## config.mk

```make
export PLATFORM = sky130hd
export DESIGN_NAME = fifo_wr_arbiter_flat
export DESIGN_NICKNAME = d
export VERILOG_FILES = /design/src/rtl/fifo_wr_arbiter_if.sv /design/src/rtl/fifo_wr_arbiter.sv /design/src/flat_wrapper.sv
export SDC_FILE = /design/constraint.sdc
export NUM_CORES = 1
export LEC_CHECK = 0
export ABC_AREA = 1
export CAP_MARGIN = 20
export CELL_PAD_IN_SITES_DETAIL_PLACEMENT = 2
export CELL_PAD_IN_SITES_GLOBAL_PLACEMENT = 2
export CORE_MARGIN = 2
export CORE_UTILIZATION = 17
export CTS_CLUSTER_DIAMETER = 100
export DETAILED_ROUTE_END_ITERATION = 10
export PLACE_DENSITY = 0.9
export SLEW_MARGIN = 20
export SYNTH_ARGS = -nofsm -noshare
export SYNTH_HDL_FRONTEND = slang
export SYNTH_SLANG_ARGS = --single-unit
```

## constraint.sdc

```tcl
create_clock -name clk -period 3.4 [get_ports clk]
set_input_delay 0.68 -clock clk [delete_from_list [all_inputs] [get_ports clk]]
set_output_delay 0.68 -clock clk [all_outputs]
set_load 0.03 [all_outputs]
```

## src/rtl/fifo_wr_arbiter_if.sv

```systemverilog
// Producer-side handshake bundle and sync_fifo write port shared by the arbiter.
// master = producers/FIFO side, slave = arbiter side.
interface fifo_wr_arbiter_if #(
   parameter int N_REQ  = 4,
   parameter int DATA_W = 16
);
   logic [N_REQ-1:0]        req_valid;
   logic [N_REQ*DATA_W-1:0] req_data;
   logic [N_REQ-1:0]        req_last;
   logic [N_REQ-1:0]        req_ready;
   logic                    fifo_full;
   logic                    fifo_wr_en;
   logic [DATA_W-1:0]       fifo_din;

   modport master (
      output req_valid, req_data, req_last, fifo_full,
      input  req_ready, fifo_wr_en, fifo_din
   );

   modport slave (
      input  req_valid, req_data, req_last, fifo_full,
      output req_ready, fifo_wr_en, fifo_din
   );
endinterface

```

## src/rtl/fifo_wr_arbiter.sv

```systemverilog
// Round-robin burst arbiter sharing the sync_fifo write port between N_REQ producers.
// A grant costs one IDLE cycle and lasts up to MAX_BURST accepted words.
module fifo_wr_arbiter #(
   parameter int N_REQ     = 4,
   parameter int DATA_W    = 16,
   parameter int MAX_BURST = 4
) (
   input  logic                     clk,
   input  logic                     rstn,
   fifo_wr_arbiter_if.slave         bus,
   output logic [$clog2(N_REQ)-1:0] owner,
   output logic                     busy
);
   localparam int OWN_W = $clog2(N_REQ);
   localparam int CNT_W = $clog2(MAX_BURST + 1);

   typedef enum logic {IDLE, BURST} state_t;

   state_t             state_reg, state_next;
   logic [OWN_W-1:0]   owner_reg, owner_next;
   logic [OWN_W-1:0]   rr_ptr_reg, rr_ptr_next;
   logic [CNT_W-1:0]   beat_cnt_reg, beat_cnt_next;

   logic [DATA_W-1:0]  data_arr [N_REQ];
   logic               sel_valid;
   logic [OWN_W-1:0]   sel_idx;
   logic [OWN_W-1:0]   scan_idx;
   logic               xfer;

   for (genvar gi = 0; gi < N_REQ; gi++) begin : g_unpack
      assign data_arr[gi] = bus.req_data[gi*DATA_W +: DATA_W];
   end

   // Cyclic priority search starting at rr_ptr; first valid index wins.
   always_comb begin
      sel_valid = 1'b0;
      sel_idx   = '0;
      scan_idx  = rr_ptr_reg;
      for (int k = 0; k < N_REQ; k++) begin
         if (!sel_valid && bus.req_valid[scan_idx]) begin
            sel_valid = 1'b1;
            sel_idx   = scan_idx;
         end
         scan_idx = (scan_idx == OWN_W'(N_REQ - 1)) ? '0 : scan_idx + OWN_W'(1);
      end
   end

   always_comb begin
      state_next     = state_reg;
      owner_next     = owner_reg;
      rr_ptr_next    = rr_ptr_reg;
      beat_cnt_next  = beat_cnt_reg;
      bus.req_ready  = '0;
      bus.fifo_wr_en = 1'b0;
      bus.fifo_din   = '0;
      busy           = 1'b0;
      xfer           = 1'b0;

      case (state_reg)
         IDLE: begin
            if (sel_valid) begin
               owner_next    = sel_idx;
               beat_cnt_next = '0;
               state_next    = BURST;
            end
         end
         BURST: begin
            busy                     = 1'b1;
            bus.req_ready[owner_reg] = !bus.fifo_full;
            xfer                     = bus.req_valid[owner_reg] && !bus.fifo_full;
            bus.fifo_wr_en           = xfer;
            if (xfer) begin
               bus.fifo_din  = data_arr[owner_reg];
               beat_cnt_next = beat_cnt_reg + CNT_W'(1);
            end
            // A full-FIFO stall with valid held is not a release.
            if ((xfer && (bus.req_last[owner_reg] ||
                          beat_cnt_reg == CNT_W'(MAX_BURST - 1))) ||
                !bus.req_valid[owner_reg]) begin
               state_next  = IDLE;
               rr_ptr_next = (owner_reg == OWN_W'(N_REQ - 1)) ? '0 : owner_reg + OWN_W'(1);
            end
         end
         default: state_next = IDLE;
      endcase
   end

   always_ff @(posedge clk or negedge rstn) begin
      if (!rstn) begin
         state_reg    <= IDLE;
         owner_reg    <= '0;
         rr_ptr_reg   <= '0;
         beat_cnt_reg <= '0;
      end else begin
         state_reg    <= state_next;
         owner_reg    <= owner_next;
         rr_ptr_reg   <= rr_ptr_next;
         beat_cnt_reg <= beat_cnt_next;
      end
   end

   assign owner = owner_reg;
endmodule

```

## src/flat_wrapper.sv

```systemverilog
// flat-port wrapper written by rule: the top's interface ports become plain ports
module fifo_wr_arbiter_flat 
#(
   parameter int N_REQ     = 4,
   parameter int DATA_W    = 16,
   parameter int MAX_BURST = 4
)
  (clk, rstn, owner, busy, bus_req_valid, bus_req_data, bus_req_last, bus_fifo_full, bus_req_ready, bus_fifo_wr_en, bus_fifo_din);
  fifo_wr_arbiter_if #(.N_REQ(N_REQ), .DATA_W(DATA_W)) bus_i ();
  input  logic clk;
  input  logic rstn;
  output logic [$clog2(N_REQ)-1:0] owner;
  output logic busy;
  input wire logic [$bits(bus_i.req_valid)-1:0] bus_req_valid;
  input wire logic [$bits(bus_i.req_data)-1:0] bus_req_data;
  input wire logic [$bits(bus_i.req_last)-1:0] bus_req_last;
  input wire logic [$bits(bus_i.fifo_full)-1:0] bus_fifo_full;
  output wire logic [$bits(bus_i.req_ready)-1:0] bus_req_ready;
  output wire logic [$bits(bus_i.fifo_wr_en)-1:0] bus_fifo_wr_en;
  output wire logic [$bits(bus_i.fifo_din)-1:0] bus_fifo_din;
  assign bus_i.req_valid = bus_req_valid;
  assign bus_i.req_data = bus_req_data;
  assign bus_i.req_last = bus_req_last;
  assign bus_i.fifo_full = bus_fifo_full;
  assign bus_req_ready = bus_i.req_ready;
  assign bus_fifo_wr_en = bus_i.fifo_wr_en;
  assign bus_fifo_din = bus_i.fifo_din;
  fifo_wr_arbiter #(.N_REQ(N_REQ), .DATA_W(DATA_W), .MAX_BURST(MAX_BURST)) u_core (.clk(clk), .rstn(rstn), .bus(bus_i), .owner(owner), .busy(busy));
endmodule
```

== Yosys cells after proc, flatten, opt, wreduce, memory -nomap -nowiden ==
Index checks and enable logic that the tools add are counted.
Word-level totals
  word-level logic and storage cells: 82
  input bits: 75
  output and inout bits: 24
  register bits after elaboration: 8
Cells by class
  equal/unequal tests: 7
  bitwise gates (word level): 3
  $lt $le $gt $ge: 7
  reductions and logical operators: 16
  add/sub/neg operators: 5
  mux-type cells: 40
Operator list (number)
  $mux W16: 4
  $bmux W16 S2: 1
  $mux W2: 8
  $lt A2 B3 Y1 const B: 5
  $mux W1: 15
  $bmux W1 S2: 6
  $add A2 B1 Y2 const B: 4
  $eq A2 B2 Y1 const B: 4
  $logic_and A1 B1 Y1: 6
  $mux W3: 2
  $pmux W3 S2: 1
  $reduce_and A2 Y1: 3
  $logic_not A1 Y1: 5
  $and A4 B4 Y4: 1
  $mux W4: 1
  $add A3 B1 Y3 const B: 1
  $eq A3 B2 Y1 const B: 1
  $ge A3 B3 Y1 const B: 1
  $not A2 Y3: 1
  $demux W1 S2: 1
  $ge A2 B1 Y1 const B: 1
  $logic_or A1 B1 Y1: 2
  $ne A2 B1 Y1 const B: 1
  $ne A2 B2 Y1 const B: 1
  other kinds (2): 2

== Logic depth before layout (Yosys ltp) ==
  depth after elaboration: 14
  mapped depth: 12
  mapped depth without buffers: 12

== Worst setup path after synthesis ==
OpenSTA, ideal clock, no wires.
  path kind: reg2out
  start: register u_core.owner_reg[1] (netlist: u_core.owner[1])
  end: output bus_fifo_din[0]
  cell stages (with the launch flop): 9
  arrival time: 1.883 ns
  setup slack: 0.837 ns
  required time: 2.720 ns
  path through: dfrtp_1 -> buf_4 -> a21oi_1 -> o21ai_2 -> nand2_2 -> nor2_4 -> inv_2 -> buf_6 -> a21oi_1
Between the ends
  cells in the longest elaborated chain, start to end: 6
  elaborated cells between the ends (all ways): 9
  classes of those cells: mux: 7; bitwise: 1; reduce/logical: 1
Ends and longest elaborated chain
  from (decl): RTL line fifo_wr_arbiter.sv:20  | logic [OWN_W-1:0] owner_reg, owner_next;
  from (signal assigned): RTL line fifo_wr_arbiter.sv:96  | owner_reg <= owner_next;
  $not A2 Y3 (not written as such): RTL line fifo_wr_arbiter.sv:73  | bus.fifo_din = data_arr[owner_reg];
  $bmux W16 S2: RTL line fifo_wr_arbiter.sv:73
  $mux W16 (not written as such) (2 in a row): RTL line fifo_wr_arbiter.sv:73
  $mux W16 (*): RTL line fifo_wr_arbiter.sv:72  | if (xfer) begin
  $mux W16 (*): RTL line fifo_wr_arbiter.sv:59  | case (state_reg)
  to (decl): RTL line flat_wrapper.sv:20  | output wire logic [$bits(bus_i.fifo_din)-1:0] bus_fifo_din;
Every way passes the cells marked *; elsewhere a longest branch is shown, timed or not. The select of a mux whose other input is x is not followed.

== Worst setup path in the final report ==
  start: input bus_req_valid[0]
  end: output bus_fifo_din[12]
Between the ends
  cells in the longest elaborated chain, start to end: 5
Ends and longest elaborated chain
  from (decl): RTL line flat_wrapper.sv:14  | input wire logic [$bits(bus_i.req_valid)-1:0] bus_req_valid;
  $bmux W1 S2: RTL line fifo_wr_arbiter.sv:70  | xfer = bus.req_valid[owner_reg] && !bus.fifo_full;
  $mux W1 (not written as such): RTL line fifo_wr_arbiter.sv:70
  $logic_and A1 B1 Y1: RTL line fifo_wr_arbiter.sv:70
  $mux W16: RTL line fifo_wr_arbiter.sv:72
  $mux W16: RTL line fifo_wr_arbiter.sv:59
Every way passes these cells. The select of a mux whose other input is x is not followed.

==> results.yml <==
run:
  cap_violations: 0
cts:
  clock_path_buffers: 2
  h-tree-depth: 1
  cts_resized: 0
  clock_sinks: 8
  clk_pin_slew_worst_paths_ps: 40
  hold_buffers: 0
  cts_root_buffer: "clkbuf_8"
  numCtsBuffers: 3
  cts_tree: "done"
  clock_latency_ps: 240
  cts_post_setup_buffers_inserted: 0
grt:
  grt_max_degree: 25
  grt_pass1_wl_um: 11080
  grt_pass1_vias: 2342
  antenna_found_initial: 0
  grt_usage_pct: 15.73
  grt_overflow: 0
floorplanning:
  start_util_pct: 17.46
  io_pins: 99
  fp.dieW_um: 95.64
  die_h_um: 95.64
  dieArea_um2: 9147
  fp.coreArea_um2: 8175
  rows: 33
power:
  power_leakage_nw: 1.117
  clock_power_share_pct: 6.3
  share_comb_of_total_power_pct: 83.0
  power.switching_mw: 1.090
  switching_share_pct: 57.86
  ir_worst_vdd_mv: 0.1883
  power_density_nw_per_um2: 740.6
  intPower_mw: 0.7939
  p_seq_share_pct: 10.8
finish:
  largest_reg_flops: 3
  finalCoreUtilization_pct: 31.11
  stdcell_area_um2: 2544
  nets: 431
  fill_cells: 1005
  antenna_cells: 0
  drive_gt1_share_pct: 15.85
  synthToLayoutAreaGrowth_pct: 78.18
route:
  vias_per_cell: 4.425
  wl_per_cell_um: 14.87
  final_antenna_net_count: 0
  drc_errors: 0
  drt-pass1-iter-count: 3
  vias: 2000
  wl_um: 6722
  dr.first_iter.drc_count: 20
placement:
  io_buffers: 98
  postPlaceCellArea_um2: 2502
  dp_hpwl_um: 5723
  gp_congestion: 0.7950
yosys:
  syn-num-nets: 332
  netlist_instances: 250
  ys_types: 29
  syn_area_um2: 1428
  postSynthAreaPerCell_um2: 5.710
  seq_area_frac_synth_pct: 14.02
  ys_ff_latch: 8
  yosysWarnings: 0
timing:
  rsz0062_at_grt: "no"
  max_freq_mhz: 307.0
  worst_slew_pin_slew_ps: 511.0
  hold_slack_ps: 513.2
  finalHoldViolations: 0
  drv_slew: 0
  clock_skew_ps: 0.2627
  slew_headroom_pct: 65.93
  tns_ps: 0
  setup_viol: 0
  min_period_over_period_pct: 95.79
  post-route-min-period_ps: 3257
worst_setup_path:
  worst-path-max-fanout: 9
  critPathRequiredTime_ps: 2720
  path_class: "in -> out"
  worstSetupEndpointType: "output port"
  cp-start-kind: "input pin"
  cp.arrival_ps: 2580
run_status:
  status: "finished, final reports clean"
worst_hold_path:
  min_path_type: "reg -> reg"
cells in the mapped netlist (all sizes together):
| cell | instances | area [µm²] |
|---|---|---|
| nand3b | 2 | 27.53 |
| nand4 | 1 | 6.260 |
| o211ai | 1 | 7.510 |
| inv | 26 | 97.59 |
| ha | 7 | 87.58 |
| or2 | 2 | 12.52 |
| nor2 | 73 | 296.5 |
| a21oi | 19 | 132.6 |
| nand3 | 15 | 80.08 |
| nand2 | 42 | 180.2 |
| dfrtp | 8 | 200.2 |
| o21ai | 39 | 202.7 |
| buf | 9 | 67.55 |
| o21a | 1 | 7.510 |
| a31oi | 1 | 6.260 |
| clkbuf | 4 | 15.01 |
metal layers:
layer	global-route usage, %	wire [µm]	part of all wire (%)	up-vias
met5	0	0	0	-
met3	2.609	397	5.9	8
met4	4.881	99	1.5	0
met1	16.03	2611	39	930
met2	31.88	3614	54	65
li1	-	-	-	997
critical path, cell delays in order:
cell and delay (ps):
clkdlybuf4s50_1 460, inv_1 80, o21ai_2 150, nand2_2 90, nor2_4 120, inv_2 140, a21oi_2 150, clkdlybuf4s50_1 690
power by group through the flow:
stage | sequential, mW | combinational (mW) | clock (mW)
CTS | 0.204 | 1.60 | 0.122
finish | 0.203 | 1.56 | 0.118
global route | 0.213 | 1.75 | 0.126
global placement | 0.203 | 1.53 | 0
detailed placement | 0.205 | 1.59 | 0
floorplan | 0.204 | 1.06 | 0
placed cells by master (no fill, tap or decap), types with 2 or more instances in the layout:
cell	count
nand3_1	14
o21ai_1	5
o21ai_2	2
clkbuf_8	3
inv_1	17
ha_1	7
inv_2	9
nor2_4	3
nor2_1	70
buf_4	18
o21ai_0	32
a21oi_2	10
clkdlybuf4s50_1	89
a21oi_1	9
nand2_1	35
nand2_2	6
dfrtp_1	8
metrics by stage:
| stage | power, mW | instances | setup WS (ps) |
|---|---|---|---|
| after floorplan | 1.268 | 250 | 836.6 |
| after global placement | 1.729 | 449 | 182.7 |
| after detailed placement | 1.797 | 449 | 138.7 |
| after CTS | 1.930 | 452 | 127.1 |
| after global routing | 2.093 | 452 | 25.59 |
| final | 1.884 | 452 | 143.0 |
cell type report:
class	count	area, µm²	share of cell area [%]
clock buffers	3	41.29	1.623
inverters	26	97.59	3.837
multi-input cells	203	1047	41.17
flip-flops and latches	8	200.2	7.870
well taps	105	131.4	5.165
repair buffers	107	1026	40.33
path summary, 6_finish.rpt:
kind,start,to,slack [ps],cells past startpoint
max reg2reg,u_core.rr_ptr_reg[0]$_DFFE_PN0P_,u_core.owner[1]$_DFFE_PN0P_,1430,12
max,bus_req_valid[0],bus_fifo_din[12],140,8
min,u_core.beat_cnt_reg[1]$_DFFE_PN0P_,u_core.beat_cnt_reg[1]$_DFFE_PN0P_,510,2
min reg2reg,u_core.beat_cnt_reg[1]$_DFFE_PN0P_,u_core.beat_cnt_reg[1]$_DFFE_PN0P_,510,2
min in group asynchronous,rstn,u_core.beat_cnt_reg[2]$_DFFE_PN0P_,730,1
max in group asynchronous,rstn,u_core.owner[0]$_DFFE_PN0P_,2400,1
cells by family after synthesis:
kind of cell	Yosys count	share of synthesized area [%]
AO/OA/AOI/OAI	61	24.98
flip-flops	8	14.02
adder cells (fa/ha/maj)	7	6.135
AND/OR/NAND/NOR	135	42.25
buffers and inverters	39	12.62
No activity file was read; power rests on OpenSTA's default activity.
